<file path="src/rtl/median_ctrl.sv">
// Sequencer around a 9-tap median cell: loads a window, runs four bubble passes plus a final
// max search, and presents the median on do_o with a one-cycle dso_o strobe.
module median_ctrl #(
  parameter int unsigned W = 8,
  parameter int unsigned P = 9
) (
  input  logic         clk_i,
  input  logic         rst_ni,
  input  logic [W-1:0] di_i,
  input  logic         dsi_i,
  output logic [W-1:0] do_o,
  output logic         dso_o,
  output logic         busy_o,
  output logic         err_o
);

  if (P != 9) begin : g_p_check
    $error("median_ctrl: the pass schedule is defined for P=9 only");
  end

  localparam logic [2:0] StIdle  = 3'd0;
  localparam logic [2:0] StLoad  = 3'd1;
  localparam logic [2:0] StPass  = 3'd2;
  localparam logic [2:0] StFinal = 3'd3;
  localparam logic [2:0] StDone  = 3'd4;

  logic [2:0] state_q, state_d;
  logic [3:0] cnt_q, cnt_d;
  logic [3:0] step_q, step_d;
  logic [2:0] pass_q, pass_d;
  logic       busy_q, busy_d;
  logic       cell_dsi, cell_byp, err;
  logic [3:0] pass_limit;

  assign pass_limit = 4'd7 - {1'b0, pass_q};

  always_comb begin
    state_d  = state_q;
    cnt_d    = cnt_q;
    step_d   = step_q;
    pass_d   = pass_q;
    cell_dsi = 1'b0;
    cell_byp = 1'b1;
    err      = 1'b0;
    unique case (state_q)
      // A sample accepted in IDLE or DONE is load cycle 1, so it must reach the cell too.
      StIdle: begin
        cell_dsi = dsi_i;
        if (dsi_i) begin
          state_d = StLoad;
          cnt_d   = 4'd1;
        end
      end
      StLoad: begin
        cell_dsi = dsi_i;
        if (dsi_i) begin
          cnt_d = cnt_q + 4'd1;
          if (cnt_q == 4'd8) begin
            state_d = StPass;
            pass_d  = 3'd0;
            step_d  = 4'd0;
          end
        end else begin
          err     = 1'b1;
          state_d = StIdle;
          cnt_d   = 4'd0;
        end
      end
      StPass: begin
        err      = dsi_i;
        // Compare steps shrink by one per pass; the tail steps park earlier maxima.
        cell_byp = (step_q > pass_limit);
        if (step_q == 4'd8) begin
          step_d = 4'd0;
          if (pass_q == 3'd3) begin
            state_d = StFinal;
          end else begin
            pass_d = pass_q + 3'd1;
          end
        end else begin
          step_d = step_q + 4'd1;
        end
      end
      StFinal: begin
        err      = dsi_i;
        cell_byp = 1'b0;
        if (step_q == 4'd3) begin
          state_d = StDone;
          step_d  = 4'd0;
        end else begin
          step_d = step_q + 4'd1;
        end
      end
      StDone: begin
        cell_dsi = dsi_i;
        if (dsi_i) begin
          state_d = StLoad;
          cnt_d   = 4'd1;
        end else begin
          state_d = StIdle;
          cnt_d   = 4'd0;
        end
      end
      default: begin
        state_d = StIdle;
        cnt_d   = 4'd0;
        step_d  = 4'd0;
        pass_d  = 3'd0;
      end
    endcase
  end

  assign busy_d = (state_d != StIdle);

  always_ff @(posedge clk_i or negedge rst_ni) begin
    if (!rst_ni) begin
      state_q <= StIdle;
      cnt_q   <= 4'd0;
      step_q  <= 4'd0;
      pass_q  <= 3'd0;
      busy_q  <= 1'b0;
    end else begin
      state_q <= state_d;
      cnt_q   <= cnt_d;
      step_q  <= step_d;
      pass_q  <= pass_d;
      busy_q  <= busy_d;
    end
  end

  // Median cell. Load shifts into r[0]; bypass rotates the full ring; a compare step rotates
  // r[0..P-2] while r[P-1] keeps the larger of itself and the element leaving r[P-2].
  logic [W-1:0] r_q [P];
  logic [W-1:0] r_d [P];
  logic [W-1:0] tail_max, tail_min;

  assign tail_max = (r_q[P-1] >= r_q[P-2]) ? r_q[P-1] : r_q[P-2];
  assign tail_min = (r_q[P-1] >= r_q[P-2]) ? r_q[P-2] : r_q[P-1];

  always_comb begin
    r_d = r_q;
    if (cell_dsi) begin
      r_d[0] = di_i;
      for (int i = 1; i < int'(P); i++) r_d[i] = r_q[i-1];
    end else if (cell_byp) begin
      r_d[0] = r_q[P-1];
      for (int i = 1; i < int'(P); i++) r_d[i] = r_q[i-1];
    end else begin
      r_d[0] = tail_min;
      for (int i = 1; i < int'(P) - 1; i++) r_d[i] = r_q[i-1];
      r_d[P-1] = tail_max;
    end
  end

  always_ff @(posedge clk_i) begin
    r_q <= r_d;
  end

  assign do_o   = r_q[P-1];
  assign dso_o  = (state_q == StDone);
  assign busy_o = busy_q;
  assign err_o  = err;

endmodule
</file>
<file path="config.mk">
export PLATFORM = sky130hd
export DESIGN_NAME = median_ctrl
export DESIGN_NICKNAME = d
export VERILOG_FILES = /design/src/rtl/median_ctrl.sv
export SDC_FILE = /design/constraint.sdc
export NUM_CORES = 1
export LEC_CHECK = 0
export ABC_AREA = 1
export CAP_MARGIN = 20
export CORE_MARGIN = 2
export CORE_UTILIZATION = 58
export CTS_BUF_LIST = sky130_fd_sc_hd__clkbuf_4 sky130_fd_sc_hd__clkbuf_8
export CTS_CLUSTER_SIZE = 28
export DETAILED_ROUTE_END_ITERATION = 10
export HOLD_SLACK_MARGIN = 0.15
export PLACE_DENSITY = 0.88
export SLEW_MARGIN = 20
export SYNTH_ARGS = -nofsm -noshare
export SYNTH_HDL_FRONTEND = slang
export SYNTH_SLANG_ARGS = --single-unit
</file>
<file path="constraint.sdc">
create_clock -name clk_i -period 4.79 [get_ports clk_i]
set_clock_uncertainty 0.2 [all_clocks]
set_input_delay 1.437 -clock clk_i [delete_from_list [all_inputs] [get_ports clk_i]]
set_output_delay 1.437 -clock clk_i [all_outputs]
set_load 0.05 [all_outputs]
</file>
Yosys cells after proc, flatten, opt, wreduce, memory -nomap -nowiden
Index checks and enable logic that the tools add are counted.
{"block": "op_classes", "n_addsub": 4, "n_lt_le_gt_ge": 2, "n_eq_ne": 14, "mux": 30, "n_bitwise": 3, "reduce_logical": 9}
{"operator": "two-way mux 72 bit", "count": 2}
{"operator": "case mux 4 bit (4 select lines)", "count": 2}
{"operator": "two-way mux 3 bit", "count": 10}
{"operator": "two-way mux 4 bit", "count": 6}
{"operator": "two-way mux 8 bit", "count": 2}
{"operator": "case mux 3 bit (5 select lines)", "count": 1}
{"operator": "inequality test 2 bit, second input constant", "count": 5}
{"operator": "== test 3 x 2 -> 1 bit, second input constant", "count": 3}
{"operator": "case mux 3 bit (3 select lines)", "count": 1}
{"operator": "adder 4 x 1 -> 4 bit, second input constant", "count": 2}
{"operator": "== test 4 bit, second input constant", "count": 2}
{"operator": ">= comparator 8 bit", "count": 1}
{"operator": "OR reduction 3 bit", "count": 2}
{"operator": "AND reduction 5 bit", "count": 1}
{"operator": "== test 4 x 2 -> 1 bit, second input constant", "count": 1}
{"operator": "> comparator 4 bit", "count": 1}
{"operator": "two-way mux 1 bit", "count": 4}
{"operator": "case mux 1 bit (2 select lines)", "count": 2}
{"operator": "OR reduction 2 bit", "count": 2}
{"operator": "subtractor 3 x 3 -> 4 bit, first input constant", "count": 1}
{"operator": "adder 3 x 1 -> 3 bit, second input constant", "count": 1}
{"operator": "== test 3 x 1 -> 1 bit, second input constant", "count": 1}
{"operator": "== test 3 bit, second input constant", "count": 1}
{"operator": "logical NOT 3 bit", "count": 1}
{"operator": "other kinds (5)", "count": 7}
{"block": "word_totals", "regBits": 87, "in_bits": 11, "out_inout_bits": 11, "wordCells": 76}

Longest topological paths before layout
{"block": "depth", "ltp_word": 5, "ltp_mapped": 13, "mapped_depth_nobuf": 13}

Worst setup path before layout
Ideal clock, no wire load.
{"block": "synth_path", "path_kind": "input -> output", "from": "input port dsi_i", "to": "output port err_o", "arrival_time_ps": 2265, "required_ps": 3153, "path_slack_ps": 888, "path_stages": 2, "n_path_buf": 0, "path_cell_list": "inv_1 > o21bai_1"}
{"block": "synth_via", "elab_chain_cells": 2}
{"item": "start: declaration", "line_no": "10", "rtl": "input logic dsi_i,"}
{"item": "two-way mux 1 bit", "line_no": "56", "rtl": "if (dsi_i) begin"}
{"item": "case mux 1 bit (2 select lines) (*)", "line_no": "45", "rtl": "unique case (state_q)"}
{"item": "end: declaration", "line_no": "14", "rtl": "output logic err_o"}
Mark *: on every way between the ends. The rest lies on a longest branch, timed or not.

Final worst setup path
Ends and elaborated chain as after synthesis.

==> run_results.csv <==
group,metric,value,unit
run_status,status,"completed",
floorplanning,num_rows,25,
hold_path,hold_path_class,"reg2reg",
timing,slew_headroom,55.2,%
placed_design,io_buffers,21,
clock_tree,postCtsHoldBufs,47,
finish,fillers,258,
power,power.leakage,1.83,nW
floorplanning,initial_core_util,61.2,%
clock_tree,cts_resized,0,
routing,wl,7.01,mm
finish,num_antenna_cells,0,
power,peakVddDrop,0.000420,V
timing,tightest_slew,0.669,ns
routing,ant_nets,0,
global_routing,grt_max_degree,18,
global_routing,antenna_found_initial,0,
timing,finalSetupViolCount,0,
synthesis,synth_warnings,0,
finish,drive_gt1_share,8.52,%
routing,dr.pass1.iters,5,
clock_tree,cts_sinks,87,
timing,finalCritPeriodShare,90.5,%
timing,fin_crit,4.34,ns
job,drv_cap,0,
synthesis,ys_seq_area_share,64.8,%
global_routing,grtUsageTotal,28.3,%
placed_design,finalWeightedCongestion,0.899,
critical_path,ff2ff_setup_slack,2.60,ns
power,clock_power_share,30.0,%
synthesis,synthCells,280,
floorplanning,coreArea,4790,um^2
critical_path,crit_required,3.15,ns
routing,drc,0,
synthesis,ys_ff_latch,87,
clock_tree,clockBufferDepth,2,
clock_tree,root_buffer,"clkbuf_8",
clock_tree,cts_tree,"done",
timing,hold_viol,0,
power,power.switching,491,uW
routing,vias,2188,
timing,whs,0.147,ns
power,pwr_density_cell,427,nW/um^2
timing,rsz0062_at_grt,"no",
clock_tree,clock_latency,0.38,ns
clock_tree,h-tree-depth,3,
finish,nets,387,
routing,wl_per_cell,16.3,um
timing,fmax,231,MHz
synthesis,syn_nets,308,
clock_tree,cts_buffers,9,
power,p_sw_share,29.5,%
critical_path,start_kind,"input pin",
critical_path,end_kind,"primary output",
placed_design,hpwl,3.36,mm
floorplanning,io_pins,22,
power,comb_power_share,17.6,%
timing,setup_tns,0,ns
synthesis,synth_area,2930,um^2
power,power_frac_seq,52.4,%
synthesis,yosysUniqueCellTypes,27,
clock_tree,cts_setup_buffers,0,
critical_path,crit_type,"in2out",
global_routing,overflow,0,
routing,drt_iter0_markers,99,
global_routing,grt_pass1_wl,11.1,mm
floorplanning,die_x,75.1,um
power,p_int,1.17,mW
global_routing,first_global_vias,2298,
critical_path,critPathMaxFanout,6,
critical_path,arrival,2.70,ns
routing,viasPerCell,5.08,
clock_tree,path_clk_slew,0.10,ns
floorplanning,fp.dieArea,5630,um^2
finish,area_growth,32.9,%
synthesis,syn-mean-instance-area,10.5,um^2
floorplanning,die_y,75.1,um
timing,slew_viol_final,0,
synth_stat cells (all sizes together):
| master | instances | area [um^2] |
|---|---|---|
| a21oi | 4 | 20.0 |
| a31oi | 1 | 6.26 |
| dfrtp | 15 | 375 |
| dfxtp | 64 | 1280 |
| edfxtp | 8 | 240 |
| ha | 17 | 213 |
| inv | 42 | 158 |
| nand2 | 65 | 267 |
| nand3 | 21 | 105 |
| nand4 | 1 | 12.5 |
| nor2 | 20 | 110 |
| nor3 | 3 | 15.0 |
| nor3b | 1 | 7.51 |
| o21a | 1 | 7.51 |
| o21ai | 8 | 40.0 |
| o21bai | 1 | 7.51 |
| o22ai | 2 | 12.5 |
| o31ai | 1 | 7.51 |
| o32ai | 1 | 8.76 |
| xnor2 | 2 | 17.5 |
| xor2 | 2 | 17.5 |
final timing paths:
| kind | depth (start not counted) | end | start |
|---|---|---|---|
| worst max-delay path | 4 | err_o | dsi_i |
| worst min-delay path | 0 | r_q[40] | r_q[48] |
| worst max register to register | 11 | r_q[70] | do_o[1] |
| worst min register to register | 0 | r_q[40] | r_q[48] |
| max in group asynchronous | 1 | pass_q[1] | rst_ni |
| min in group asynchronous | 1 | pass_q[2] | rst_ni |
cell type report:
| cell class | instances | area [um^2] | area share, % |
|---|---|---|---|
| clock buffer | 9 | 124 | 3.18 |
| clock inverter | 7 | 65.1 | 1.67 |
| inverter | 42 | 158 | 4.05 |
| multi-input combinational | 151 | 875 | 22.5 |
| sequential | 87 | 1900 | 48.7 |
| tap | 67 | 83.8 | 2.15 |
| timing repair buffer | 68 | 691 | 17.7 |
cells by family (layout without fill, tap and decap cells):
kind of cell / after synthesis / count (layout) / share of synthesized area [%]
buffers and inverters: 42 / 126 / 5.38
AND/OR/NAND/NOR: 111 / 111 / 17.6
XOR/XNOR: 4 / 4 / 1.20
flip-flops: 87 / 87 / 64.8
adder cells (fa/ha/maj): 17 / 17 / 7.26
AO/OA/AOI/OAI: 19 / 19 / 3.76
power groups by stage:
stage / sequential, mW / clock [mW] / combinational [mW]
5_1_grt: 0.880 / 0.530 / 0.314
4_1_cts: 0.864 / 0.487 / 0.280
6_report: 0.871 / 0.498 / 0.292
3_3_place_gp: 0.876 / 0 / 0.183
2_1_floorplan: 0.907 / 0 / 0.0940
3_5_place_dp: 0.882 / 0 / 0.190
state kept, by name, indices dropped and copies added (netlist names):
name	cells
state_q	3
cnt_q	4
step_q	4
pass_q	3
r_q	64
busy_o	1
do_o	8
placed cells by master (no fill, tap or decap), types with 9 or more instances in the layout:
cell type,n
dlygate4sd3_1,47
inv_1,40
nand3_1,21
clkdlybuf4s50_1,20
dfrtp_1,15
ha_1,17
nor2_1,14
dfxtp_1,64
nand2_1,60
clkbuf_8,9
routing by layer:
metal  up-vias  part of all wire, %  routed length [um]  track usage (%)
li1       1040                    -                   -                -
met1      1044                   40                2790             31.9
met2        72                   51                3540             47.2
met3        32                  4.9                 346             8.97
met4         0                  4.7                 328             16.3
met5         -                    0                   0                0
critical path: stages:
cell and delay [ns]:
clkdlybuf4s50_1 0.60, inv_1 0.18, o21bai_1 0.30, buf_12 0.18
through the flow:
| step | instances | util [%] | power, mW | cell area, um^2 | worst slack, ns |
|---|---|---|---|---|---|
| final | 431 | 81.3 | 1.66 | 3890 | 0.454 |
| after global routing | 431 | 81.3 | 1.72 | 3890 | 0.449 |
| after CTS | 431 | 81.3 | 1.63 | 3890 | 0.495 |
| after detailed placement | 368 | 67.6 | 1.07 | 3230 | 0.505 |
| after global placement | 368 | 67.6 | 1.06 | 3230 | 0.538 |
| after floorplan | 280 | - | 1.00 | 2930 | 0.888 |
No activity file was read; power rests on OpenSTA's default activity.
